[config.mk]
export PLATFORM = sky130hd
export DESIGN_NAME = multicycle_control_unit
export DESIGN_NICKNAME = d
export VERILOG_FILES = /design/src/rtl/multicycle_control_unit.sv
export SDC_FILE = /design/constraint.sdc
export NUM_CORES = 1
export LEC_CHECK = 0
export BUFFER_PORTS_ARGS = -buffer_cell sky130_fd_sc_hd__buf_2
export CAP_MARGIN = 15
export CORE_MARGIN = 2
export CORE_UTILIZATION = 43
export CTS_CLUSTER_SIZE = 14
export DETAILED_ROUTE_END_ITERATION = 10
export GPL_ROUTABILITY_DRIVEN = 0
export PLACE_DENSITY = 0.85
export SLEW_MARGIN = 0
export SYNTH_ARGS = -nofsm -noshare
export SYNTH_HDL_FRONTEND = slang
export SYNTH_SLANG_ARGS = --single-unit
[constraint.sdc]
create_clock -name clk -period 2.2 [get_ports clk]
set_input_delay 0.22 -clock clk [delete_from_list [all_inputs] [get_ports clk]]
set_output_delay 0.22 -clock clk [all_outputs]
set_load 0.05 [all_outputs]
[src/rtl/multicycle_control_unit.sv]
// Multicycle RV32I control unit: a Moore FSM that sequences fetch, decode,
// execute, memory and write-back steps. It drives the datapath strobes and
// counts retired instructions.
module multicycle_control_unit #(
  parameter int MEM_HANDSHAKE = 1,
  parameter int CNT_W         = 32
) (
  input  logic             clk,
  input  logic             reset,
  input  logic [31:0]      instrCode,
  input  logic             busReady,
  output logic             pcEn,
  output logic             regFileWe,
  output logic             aluSrcMuxSel,
  output logic [3:0]       aluControl,
  output logic [2:0]       rfWdSrcMuxSel,
  output logic             busWe,
  output logic             busRe,
  output logic             branch,
  output logic             jal,
  output logic             jalr,
  output logic             illegalInstr,
  output logic [CNT_W-1:0] instRetired
);

  localparam logic [6:0] OP_R  = 7'b0110011;
  localparam logic [6:0] OP_I  = 7'b0010011;
  localparam logic [6:0] OP_L  = 7'b0000011;
  localparam logic [6:0] OP_S  = 7'b0100011;
  localparam logic [6:0] OP_B  = 7'b1100011;
  localparam logic [6:0] OP_LU = 7'b0110111;
  localparam logic [6:0] OP_AU = 7'b0010111;
  localparam logic [6:0] OP_J  = 7'b1101111;
  localparam logic [6:0] OP_JL = 7'b1100111;

  localparam logic [3:0] ALU_ADD = 4'b0000;

  localparam logic [2:0] WD_ALU   = 3'd0;
  localparam logic [2:0] WD_RDATA = 3'd1;
  localparam logic [2:0] WD_IMM   = 3'd2;
  localparam logic [2:0] WD_AUIPC = 3'd3;
  localparam logic [2:0] WD_PC4   = 3'd4;

  typedef enum logic [3:0] {
    FETCH,
    DECODE,
    R_EXE,
    I_EXE,
    B_EXE,
    LU_EXE,
    AU_EXE,
    J_EXE,
    JL_EXE,
    S_EXE,
    S_MEM,
    L_EXE,
    L_MEM,
    L_WB
  } state_t;

  state_t           r_state;
  state_t           w_state_next;
  state_t           w_decoded_state;
  logic             w_opcode_legal;
  logic             w_mem_ready;
  logic [6:0]       w_opcode;
  logic [2:0]       w_funct3;
  logic             w_funct7_5;
  logic [CNT_W-1:0] r_inst_retired;
  logic             w_unused_bits;

  assign w_opcode      = instrCode[6:0];
  assign w_funct3      = instrCode[14:12];
  assign w_funct7_5    = instrCode[30];
  assign w_unused_bits = &{1'b0, instrCode[31], instrCode[29:15], instrCode[11:7]};

  // Without a handshake the memory is assumed to complete in a single cycle.
  assign w_mem_ready = (MEM_HANDSHAKE != 0) ? busReady : 1'b1;

  // Map the opcode to its first execute state; FETCH marks an unsupported opcode.
  always_comb begin
    w_decoded_state = FETCH;
    case (w_opcode)
      OP_R:    w_decoded_state = R_EXE;
      OP_I:    w_decoded_state = I_EXE;
      OP_L:    w_decoded_state = L_EXE;
      OP_S:    w_decoded_state = S_EXE;
      OP_B:    w_decoded_state = B_EXE;
      OP_LU:   w_decoded_state = LU_EXE;
      OP_AU:   w_decoded_state = AU_EXE;
      OP_J:    w_decoded_state = J_EXE;
      OP_JL:   w_decoded_state = JL_EXE;
      default: w_decoded_state = FETCH;
    endcase
  end

  assign w_opcode_legal = (w_decoded_state != FETCH);

  // State register; reset aborts any instruction, including a pending memory wait.
  always_ff @(posedge clk) begin
    if (reset) begin
      r_state <= FETCH;
    end else begin
      r_state <= w_state_next;
    end
  end

  // Next-state logic; memory states stall until the bus reports completion.
  always_comb begin
    w_state_next = r_state;
    case (r_state)
      FETCH:   w_state_next = DECODE;
      DECODE:  w_state_next = w_decoded_state;
      S_EXE:   w_state_next = S_MEM;
      S_MEM:   w_state_next = w_mem_ready ? FETCH : S_MEM;
      L_EXE:   w_state_next = L_MEM;
      L_MEM:   w_state_next = w_mem_ready ? L_WB : L_MEM;
      L_WB:    w_state_next = FETCH;
      default: w_state_next = FETCH;
    endcase
  end

  // Moore output decode; only the S_MEM exit looks at busReady.
  always_comb begin
    pcEn          = 1'b0;
    regFileWe     = 1'b0;
    aluSrcMuxSel  = 1'b0;
    aluControl    = ALU_ADD;
    rfWdSrcMuxSel = WD_ALU;
    busWe         = 1'b0;
    busRe         = 1'b0;
    branch        = 1'b0;
    jal           = 1'b0;
    jalr          = 1'b0;
    illegalInstr  = 1'b0;
    case (r_state)
      DECODE: begin
        if (!w_opcode_legal) begin
          pcEn         = 1'b1;
          illegalInstr = 1'b1;
        end
      end
      R_EXE: begin
        pcEn       = 1'b1;
        regFileWe  = 1'b1;
        aluControl = {w_funct7_5, w_funct3};
      end
      I_EXE: begin
        pcEn         = 1'b1;
        regFileWe    = 1'b1;
        aluSrcMuxSel = 1'b1;
        // Bit 30 is immediate data for everything except the SRAI encoding.
        aluControl   = (w_funct7_5 && (w_funct3 == 3'b101)) ? 4'b1101 : {1'b0, w_funct3};
      end
      B_EXE: begin
        pcEn       = 1'b1;
        branch     = 1'b1;
        aluControl = {1'b0, w_funct3};
      end
      LU_EXE: begin
        pcEn          = 1'b1;
        regFileWe     = 1'b1;
        rfWdSrcMuxSel = WD_IMM;
      end
      AU_EXE: begin
        pcEn          = 1'b1;
        regFileWe     = 1'b1;
        rfWdSrcMuxSel = WD_AUIPC;
      end
      J_EXE: begin
        pcEn          = 1'b1;
        regFileWe     = 1'b1;
        rfWdSrcMuxSel = WD_PC4;
        jal           = 1'b1;
      end
      JL_EXE: begin
        pcEn          = 1'b1;
        regFileWe     = 1'b1;
        aluSrcMuxSel  = 1'b1;
        rfWdSrcMuxSel = WD_PC4;
        jalr          = 1'b1;
      end
      S_EXE: begin
        aluSrcMuxSel = 1'b1;
      end
      S_MEM: begin
        aluSrcMuxSel = 1'b1;
        busWe        = 1'b1;
        pcEn         = w_mem_ready;
      end
      L_EXE: begin
        aluSrcMuxSel = 1'b1;
      end
      L_MEM: begin
        aluSrcMuxSel = 1'b1;
        busRe        = 1'b1;
      end
      L_WB: begin
        pcEn          = 1'b1;
        regFileWe     = 1'b1;
        aluSrcMuxSel  = 1'b1;
        rfWdSrcMuxSel = WD_RDATA;
      end
      default: begin
        pcEn = 1'b0;
      end
    endcase
  end

  // Retired-instruction counter; every pcEn cycle retires exactly one instruction.
  always_ff @(posedge clk) begin
    if (reset) begin
      r_inst_retired <= '0;
    end else if (pcEn) begin
      r_inst_retired <= r_inst_retired + CNT_W'(1);
    end
  end

  assign instRetired = r_inst_retired;

endmodule

==> flow_metrics.py, run 1 <==
metrics = {
    "setup_path": {
        "crit_chain": "nor2_2 -> a211o_1 -> nor4_4 -> buf_4 -> o211ai_4 -> buf_4 -> or3_1 -> a21oi_1",
        "cp.arrival_ns": 2.36,
        "required_ns": 2.41,
        "startpoint_type": "register",
        "crit_type": "register to register",
        "max_stage_delay_ns": 0.37,
        "cp_max_fo": 10,
        "rrSetupSlack_ns": 0.05,
        "critical_path.slowest_cell": "dfxtp_4",
        "worst_setup_path_end_kind": "register",
        "cp_common_cell": "buf_4",
    },
    "routing": {
        "routedWlPerCell_microns": 12.8,
        "met1_length_mm": 2.46,
        "drt_iter0_drc": 178,
        "wl_met2_mm": 2.67,
        "top_layer": "met4",
        "vias": 2316,
        "wl_met3_microns": 203,
        "first_pass_iters": 4,
        "drc": 0,
        "ant_nets": 0,
        "routed_via_density": 5.50,
        "routed_wl_mm": 5.40,
    },
    "finish": {
        "stdcell_area_sq_mm": 0.00283,
        "nets": 389,
        "area_growth_pct": 32.3,
        "drive_gt1_frac": 0.353,
        "antenna_cells": 0,
        "fillers": 435,
    },
    "clocking": {
        "clk_path_buf_depth": 2,
        "cts-root-buf": "clkbuf_8",
        "htree_levels": 2,
        "cts-buffers-inserted": 5,
        "clock_latency_ns": 0.28,
        "tritoncts": "built",
        "cts.clk_slew.worst_paths_ns": 0.07,
        "clock_sinks": 36,
    },
    "placement": {
        "dp_hpwl_mm": 3.87,
        "postPlaceCellArea_sq_mm": 0.00262,
        "port_buffers": 61,
    },
    "power": {
        "power_density_mw_per_mm2": 478,
        "p_leak_nw": 1.17,
        "power_mw": 1.35,
        "irDropWorstVdd_uv": 328,
    },
    "synthesis": {
        "ys_seq_area_frac": 0.336,
        "ys_async_sr_fraction": 0,
        "synth-seq-cells": 36,
        "yosys.cell_types.count": 48,
        "syn-num-nets": 309,
        "synth.most_common_cell": "dfxtp_1",
        "synthTopCellsByCount": "dfxtp_1 (36), nor2_1 (32), a21oi_1 (24)",
        "synthesis.area_sq_mm": 0.00214,
        "netlist_instances": 273,
        "synth_area_leaders": "dfxtp_1 (34%), xor2_1 (6.1%), a21oi_1 (5.6%)",
        "synth_warnings": 0,
        "synth_flop_cell": "dfxtp_1",
        "synth-edff-count": 0,
        "synth_top_area_cell": "dfxtp_1",
        "synth_top_cell_area_share": 0.336,
        "syn_area_per_cell_sq_um": 7.85,
    },
    "grt": {
        "grt_pass1_wl_mm": 8.62,
        "grt_start_max_net_pins": 36,
        "antenna_found_initial": 0,
        "grtUsageTotal": 0.193,
        "grt_overflow": 0,
        "grt_pass1_vias": 2008,
    },
    "die": {
        "row_count": 25,
        "coreArea_sq_mm": 0.00475,
        "ios": 83,
        "start_util": 0.451,
        "die_area_sq_mm": 0.00556,
        "die_w_microns": 74.6,
        "die_h_microns": 74.6,
    },
    "outcome": {
        "status": "finished clean",
    },
    "sta": {
        "final-max-slew-violation-count": 0,
        "slew_headroom": 0.574,
        "fin_crit_ns": 2.15,
        "worst_slew_pin_slew_ns": 0.638,
        "holdWs_ns": 0.291,
        "fin_skew_ns": 0.00616,
        "period_share": 0.977,
        "finalHoldViolations": 0,
        "fin_setup_tns_ns": 0,
        "finalSetupViolations": 0,
        "clock.fmax_mhz": 465,
    },
    "job": {
        "maxCapViolCount": 0,
    },
    "hold_path": {
        "hp-class": "primary input to register",
    },
}
[layer usage]
| metal | vias up | global-route usage |
|---|---|---|
| li1 | 1164 | - |
| met1 | 1086 | 0.248 |
| met2 | 58 | 0.326 |
| met3 | 8 | 0.0366 |
| met4 | 0 | 0.0615 |
| met5 | - | 0 |
[kinds of logic after synthesis]
logic type	share of synthesized area
simple gates	0.284
xor+xnor	0.0654
buf+inv	0.0561
mux	0.00993
compound gates	0.237
fa+ha+maj	0.0105
flops	0.336
[state kept, by name, indices dropped and copies added (netlist names)]
signal       cells
instRetired     32
r_state          4
[layout by cell type (no fill, tap or decap), drive strengths merged, types with 3 or more instances in the layout]
cell / instances
a21oi: 24
and2: 8
buf: 91
clkbuf: 6
dfxtp: 36
inv: 9
nand2: 20
nand3: 9
nand4: 6
nor2: 33
nor3: 7
nor4: 3
o2111ai: 9
o211ai: 6
o21ai: 17
o31ai: 8
or3: 11
or4: 6
xor2: 15
[power breakdown]
| group | internal (mW) | switching [mW] | leakage, nW |
|---|---|---|---|
| logic | 0.0707 | 0.139 | 0.826 |
| clock network | 0.250 | 0.229 | 0.0510 |
| registers | 0.655 | 0.00993 | 0.297 |
| total | 0.976 | 0.378 | 1.17 |
[final cells by class]
class / instances / area, sq um / share of cell area
multi-input cells: 210 / 1340 / 0.474
flip-flops and latches: 36 / 749 / 0.264
repair buffers: 91 / 531 / 0.187
well taps: 67 / 83.8 / 0.0296
clock buffers: 6 / 82.6 / 0.0291
inverters: 9 / 33.8 / 0.0119
clock inverters: 2 / 10.0 / 0.00353
[metrics by stage]
| step | setup WS [ns] | utilization | instances |
|---|---|---|---|
| finish | 0.0511 | 0.596 | 421 |
| global route | -0.0395 | 0.596 | 421 |
| CTS | 0.0117 | 0.579 | 412 |
| detailed placement | -0.0659 | 0.550 | 402 |
| global placement | -0.0441 | 0.550 | 402 |
| floorplan | -0.00264 | - | 273 |
[worst max-delay path: cells and delay by family, from the launching register on]
family,cells,cell delay (ns)
buffers and inverters,2,0.37
AO/OA/AOI/OAI,3,0.60
flip-flops,1,0.37
AND/OR/NAND/NOR,3,0.73
[final timing paths]
check                                     start         endpoint  depth (start not counted)
worst max register to register       r_state[0]  instRetired[17]                          8
worst max-delay path                 r_state[0]  instRetired[17]                          8
worst min register to register  instRetired[31]  instRetired[31]                          2
worst min-delay path                   busReady       r_state[1]                          3
[timing repair]
item / CTS / global route
resized for setup: 4 / 5
buffers inserted: 2 / 9
setup endpoints to repair: 11 / 14
pin swaps: 3 / 3
hold buffers: 0 / 0
No activity file was read; power rests on OpenSTA's default activity.
==> run 2: changes to the inputs <==
CORE_UTILIZATION = 30   (was 43)
PLACE_DENSITY = 0.66   (was 0.85)
==> flow_metrics.py, run 2 (same netlist as run 1, synthesis figures left out) <==
metrics = {
    "routing": {
        "routedWlPerCell_microns": 13.3,
        "first_pass_iters": 4,
        "ant_nets": 0,
        "routed_via_density": 5.12,
        "drc": 0,
        "vias": 2328,
        "routed_wl_mm": 6.04,
        "drt_iter0_drc": 81,
    },
    "sta": {
        "fin_skew_ns": 0.00530,
        "finalSetupViolations": 0,
        "slew_headroom": 0.625,
        "final-max-slew-violation-count": 0,
        "fin_ws_ns": 0.0460,
        "fin_crit_ns": 2.15,
        "fin_setup_tns_ns": 0,
        "rsz0062_at_grt": "yes",
        "finalHoldViolations": 0,
        "clock.fmax_mhz": 464,
        "worst_slew_pin_slew_ns": 0.563,
        "period_share": 0.979,
    },
    "grt": {
        "grt_pass1_wl_mm": 9.38,
        "antenna_found_initial": 0,
        "grt_overflow": 0,
        "grtUsageTotal": 0.151,
        "grt_start_max_net_pins": 29,
        "grt_pass1_vias": 2039,
    },
    "job": {
        "maxCapViolCount": 0,
    },
    "placement": {
        "dp_hpwl_mm": 4.29,
        "place_ws_ns": -0.00484,
        "postPlaceCellArea_sq_mm": 0.00268,
        "port_buffers": 61,
    },
    "finish": {
        "layout_commonest_cell": "buf_2",
        "drive_gt1_frac": 0.382,
        "fillers": 689,
        "postLayoutCoreUtil": 0.433,
        "layout_common_cells": "buf_2 (61), nor2_1 (29), buf_4 (28)",
        "area_growth_pct": 39.0,
        "antenna_cells": 0,
        "stdcell_area_sq_mm": 0.00298,
        "nets": 394,
        "largest_register_ffs": 32,
    },
    "clocking": {
        "tritoncts": "built",
        "clock_latency_ns": 0.29,
        "htree_levels": 2,
        "hold_buffers": 0,
        "cts-root-buf": "clkbuf_8",
        "clock_sinks": 36,
        "cts.clk_slew.worst_paths_ns": 0.07,
        "cts-buffers-inserted": 5,
        "clk_path_buf_depth": 2,
    },
    "setup_path": {
        "critical_path.top_delay_family": "simple AND/OR/NAND/NOR gates",
        "max_stage_delay_ns": 0.47,
        "critical_path.slowest_cell": "or4_4",
        "required_ns": 2.43,
        "crit_type": "register to register",
        "cp.arrival_ns": 2.38,
        "worst_setup_path_end_kind": "register",
        "rrSetupSlack_ns": 0.05,
        "crit_chain": "nand2_1 -> a211o_1 -> nor4_4 -> o2111ai_2 -> buf_6 -> or4_4 -> a21oi_2",
        "path_buf_inv": 1,
        "cp_max_fo": 6,
        "startpoint_type": "register",
    },
    "die": {
        "die_area_sq_mm": 0.00783,
        "coreArea_sq_mm": 0.00687,
        "ios": 83,
        "start_util": 0.312,
        "row_count": 30,
        "die_w_microns": 88.5,
        "die_h_microns": 88.5,
    },
    "outcome": {
        "status": "finished clean",
    },
    "power": {
        "irDropWorstVdd_uv": 294,
        "power_mw": 1.39,
        "power_density_mw_per_mm2": 468,
        "p_leak_nw": 1.21,
    },
    "hold_path": {
        "hp-class": "primary input to register",
    },
}
==> run 2: report_power, final <==
group	internal, mW	switching [mW]
logic	0.0897	0.150
registers	0.656	0.00890
clock network	0.250	0.241
total	0.995	0.399
==> run 2: area by class of cell <==
| class | count | area (sq um) | area share |
|---|---|---|---|
| multi-input cells | 211 | 1390 | 0.467 |
| well taps | 96 | 120 | 0.0404 |
| inverters | 9 | 33.8 | 0.0113 |
| repair buffers | 95 | 592 | 0.199 |
| clock buffers | 6 | 82.6 | 0.0277 |
| flip-flops and latches | 36 | 748 | 0.251 |
| clock inverters | 2 | 10.0 | 0.00336 |
==> run 2: worst paths after layout <==
check / start / end / cells past startpoint
max: instRetired[7] / instRetired[31] / 7
min: busReady / r_state[1] / 3
max reg2reg: instRetired[7] / instRetired[31] / 7
min reg2reg: instRetired[31] / instRetired[31] / 2
==> run 2: worst register-to-register path, cell delays in order (launching register included) <==
cell       delay, ns
dfxtp_4         0.37
nand2_1         0.08
a211o_1         0.30
nor4_4          0.38
o2111ai_2       0.19
buf_6           0.18
or4_4           0.48
a21oi_2         0.12
==> run 2: layer usage <==
| layer | GRT usage | part of all wire | wire [microns] |
|---|---|---|---|
| met3 | 0.0345 | 0.052 | 316 |
| met1 | 0.192 | 0.46 | 2790 |
| met2 | 0.247 | 0.47 | 2860 |
| met4 | 0.0606 | 0.012 | 71 |
| met5 | 0 | 0 | 0 |
==> run 2: per-stage QoR <==
| step | hold slack, ns | instances |
|---|---|---|
| after floorplan | 0.429 | 273 |
| after global placement | 0.460 | 435 |
| after detailed placement | 0.468 | 435 |
| after CTS | 0.269 | 444 |
| after global routing | 0.282 | 455 |
| final | 0.287 | 455 |
==> run 2: repair_timing <==
action,in CTS,in global routing
setup endpoints to repair,5,5
buffers inserted,1,9
gates resized for setup,8,17
gates cloned,0,2
pin swaps,3,9
==> run 3: changes to the inputs <==
ABC_AREA = 1   (was default)
PLACE_DENSITY = 0.63   (was 0.66)
==> flow_metrics.py, run 3 <==
metrics = {
    "setup_path": {
        "r2r_start": "instRetired[0]",
        "max_stage_delay_ns": 0.45,
        "critical_path.slowest_cell": "dfxtp_1",
        "rrSetupSlack_ns": 0.44,
        "startpoint_type": "register",
        "cp_max_fo": 33,
        "critical_path.top_delay_family": "buffers and inverters",
        "crit_type": "register to primary output",
        "cp.arrival_ns": 1.80,
        "r2r_cells": 8,
        "crit_chain": "inv_2 -> nand2_1 -> nor2_4 -> nand3_4 -> buf_6 -> inv_1 -> buf_2",
        "worst_setup_path_end_kind": "primary output",
        "path_buf_inv": 4,
        "reg2reg_to": "instRetired[16]",
        "required_ns": 1.98,
    },
    "finish": {
        "drive_gt1_frac": 0.276,
        "seqCellArea_sq_um": 721,
        "fillers": 990,
        "layout_commonest_cell": "nand2_1",
        "multiInputGateArea_sq_mm": 0.00188,
        "area_growth_pct": 18.4,
        "nets": 542,
        "layout_common_cells": "nand2_1 (152), nor2_1 (70), buf_2 (60)",
        "largest_register_ffs": 32,
        "antenna_cells": 0,
        "postLayoutCoreUtil": 0.364,
    },
    "die": {
        "die_h_microns": 101,
        "die_area_sq_mm": 0.0102,
        "coreArea_sq_mm": 0.00915,
        "row_count": 35,
        "start_util": 0.307,
        "die_w_microns": 101,
        "ios": 83,
    },
    "synthesis": {
        "netlist_instances": 445,
        "synth_flop_cell": "dfxtp_1",
        "syn_area_per_cell_sq_um": 6.32,
        "syn-num-nets": 481,
        "synth-edff-count": 0,
        "synth_area_leaders": "dfxtp_1 (26%), nand2_1 (20%), nor2_1 (9.5%)",
        "synth-seq-cells": 36,
        "synth_top_area_cell": "dfxtp_1",
        "ys_async_sr_fraction": 0,
        "synth.most_common_cell": "nand2_1",
        "synthTopCellsByCount": "nand2_1 (152), nor2_1 (71), dfxtp_1 (36)",
        "synth_top_cell_area_share": 0.256,
        "yosys.cell_types.count": 30,
        "ys_seq_area_frac": 0.256,
        "synthesis.area_sq_mm": 0.00281,
        "synth_warnings": 0,
    },
    "routing": {
        "routed_via_density": 4.73,
        "drc": 0,
        "drt_iter0_drc": 116,
        "first_pass_iters": 4,
        "vias": 2922,
        "ant_nets": 0,
        "routed_wl_mm": 7.55,
        "routedWlPerCell_microns": 12.2,
    },
    "grt": {
        "grt_pass1_vias": 2851,
        "grtUsageTotal": 0.155,
        "grt_pass1_wl_mm": 12.8,
        "use_met3": 0.0312,
        "antenna_found_initial": 0,
        "met2_usage": 0.264,
        "grt_start_max_net_pins": 34,
        "grt_overflow": 0,
        "grt_busiest_layer": "met2",
        "gr-usage-met1": 0.197,
    },
    "sta": {
        "holdWs_ns": 0.303,
        "period_share": 0.920,
        "finalSetupViolations": 0,
        "fin_crit_ns": 2.02,
        "finalHoldViolations": 0,
        "clock.fmax_mhz": 494,
        "slew_headroom": 0.721,
        "worst_slew_pin_slew_ns": 0.419,
        "fin_skew_ns": 0.00835,
        "final-max-slew-violation-count": 0,
    },
    "power": {
        "power_density_mw_per_mm2": 431,
        "switching_power_mw": 0.450,
        "clockPowerShare": 0.347,
        "p_int_mw": 0.984,
        "irDropWorstVdd_uv": 186,
        "p_leak_nw": 1.38,
        "sw_frac_of_total": 0.314,
        "combinationalPowerShare": 0.185,
        "power_frac_seq": 0.468,
    },
    "hold_path": {
        "min-delay-start": "busReady",
        "hp-class": "primary input to register",
        "min_to": "r_state[1]",
        "hold_depth": 4,
    },
    "placement": {
        "port_buffers": 61,
        "dp_hpwl_mm": 5.87,
    },
    "clocking": {
        "clock_sinks": 36,
        "hold_buffers": 0,
        "cts-root-buf": "clkbuf_8",
        "clock_latency_ns": 0.29,
        "clk_path_buf_depth": 2,
        "tritoncts": "built",
        "cts.clk_slew.worst_paths_ns": 0.07,
        "htree_levels": 2,
        "cts-buffers-inserted": 5,
    },
    "job": {
        "maxCapViolCount": 0,
    },
    "outcome": {
        "status": "finished clean",
    },
}
## run 3: cell types whose count changed after synthesis, sizes merged, moves of 11 or more
cell	change
a21oi	+14
clkbuf	-11
inv	+27
nand2	+138
nand3	+31
nand3b	+13
nor2	+48
o21ai	-11
or3	-11
## run 3: cell type report
cell class,count,share of cell area
tap,111,0.0417
sequential,36,0.216
timing repair buffer,67,0.111
inverter,36,0.0406
clock buffer,8,0.0270
multi-input combinational,360,0.563
## run 3: worst max-delay path by stage
stage	start	to	slack [ns]	cells after the start
4_1_cts	r_state[3]	illegalInstr	0.007	7
5_1_grt	r_state[1]	pcEn	-0.003	7
2_1_floorplan	r_state[2]	aluControl[0]	0.21	6
6_report	r_state[1]	illegalInstr	0.18	7
3_3_place_gp	r_state[3]	illegalInstr	0.36	7
3_5_place_dp	r_state[3]	illegalInstr	0.33	7
## run 3: worst min-delay path, delay by kind of cell
| family | cells | cell delay (ns) |
|---|---|---|
| AO/OA/AOI/OAI | 2 | 0.17 |
| buffers and inverters | 2 | 0.15 |
## run 3: logic make-up (layout without fill, tap and decap cells)
logic type / after synthesis / in the layout / synth area share
buffers and inverters: 49 / 111 / 0.0796
xor gates and xnor gates: 15 / 15 / 0.0467
DFF: 36 / 36 / 0.256
AOI/OAI and AO/OA: 49 / 49 / 0.119
and+or+nand+nor: 295 / 295 / 0.494
adders and majority gates: 1 / 1 / 0.00445
## run 3: power groups by stage
| stage | Combinational, mW | Clock (mW) | Sequential [mW] |
|---|---|---|---|
| finish | 0.265 | 0.498 | 0.671 |
| global route | 0.287 | 0.537 | 0.673 |
| CTS | 0.262 | 0.508 | 0.671 |
| detailed placement | 0.261 | 0 | 0.686 |
| global placement | 0.256 | 0 | 0.686 |
| floorplan | 0.186 | 0 | 0.706 |
## run 3: through the flow
stage / cell area [sq um] / setup TNS [ns] / power [mW] / instances / setup slack (ns)
4_1_cts: 3320 / 0 / 1.44 / 618 / 0.00713
5_1_grt: 3330 / -0.00299 / 1.50 / 618 / -0.00299
3_5_place_dp: 3230 / 0 / 0.947 / 610 / 0.335
6_report: 3330 / 0 / 1.43 / 618 / 0.177
3_3_place_gp: 3230 / 0 / 0.941 / 610 / 0.364
2_1_floorplan: 2810 / 0 / 0.892 / 445 / 0.213
## run 3: per-layer routing
layer,vias up,part of all wire
li1,1536,-
met1,1318,0.49
met2,60,0.46
met3,8,0.040
met4,0,0.015
met5,-,0
## run 3: timing repair
item                                    CTS  global route
resized for setup                         0             5
buffers inserted                          0             0
endpoints found under the setup margin    0             2
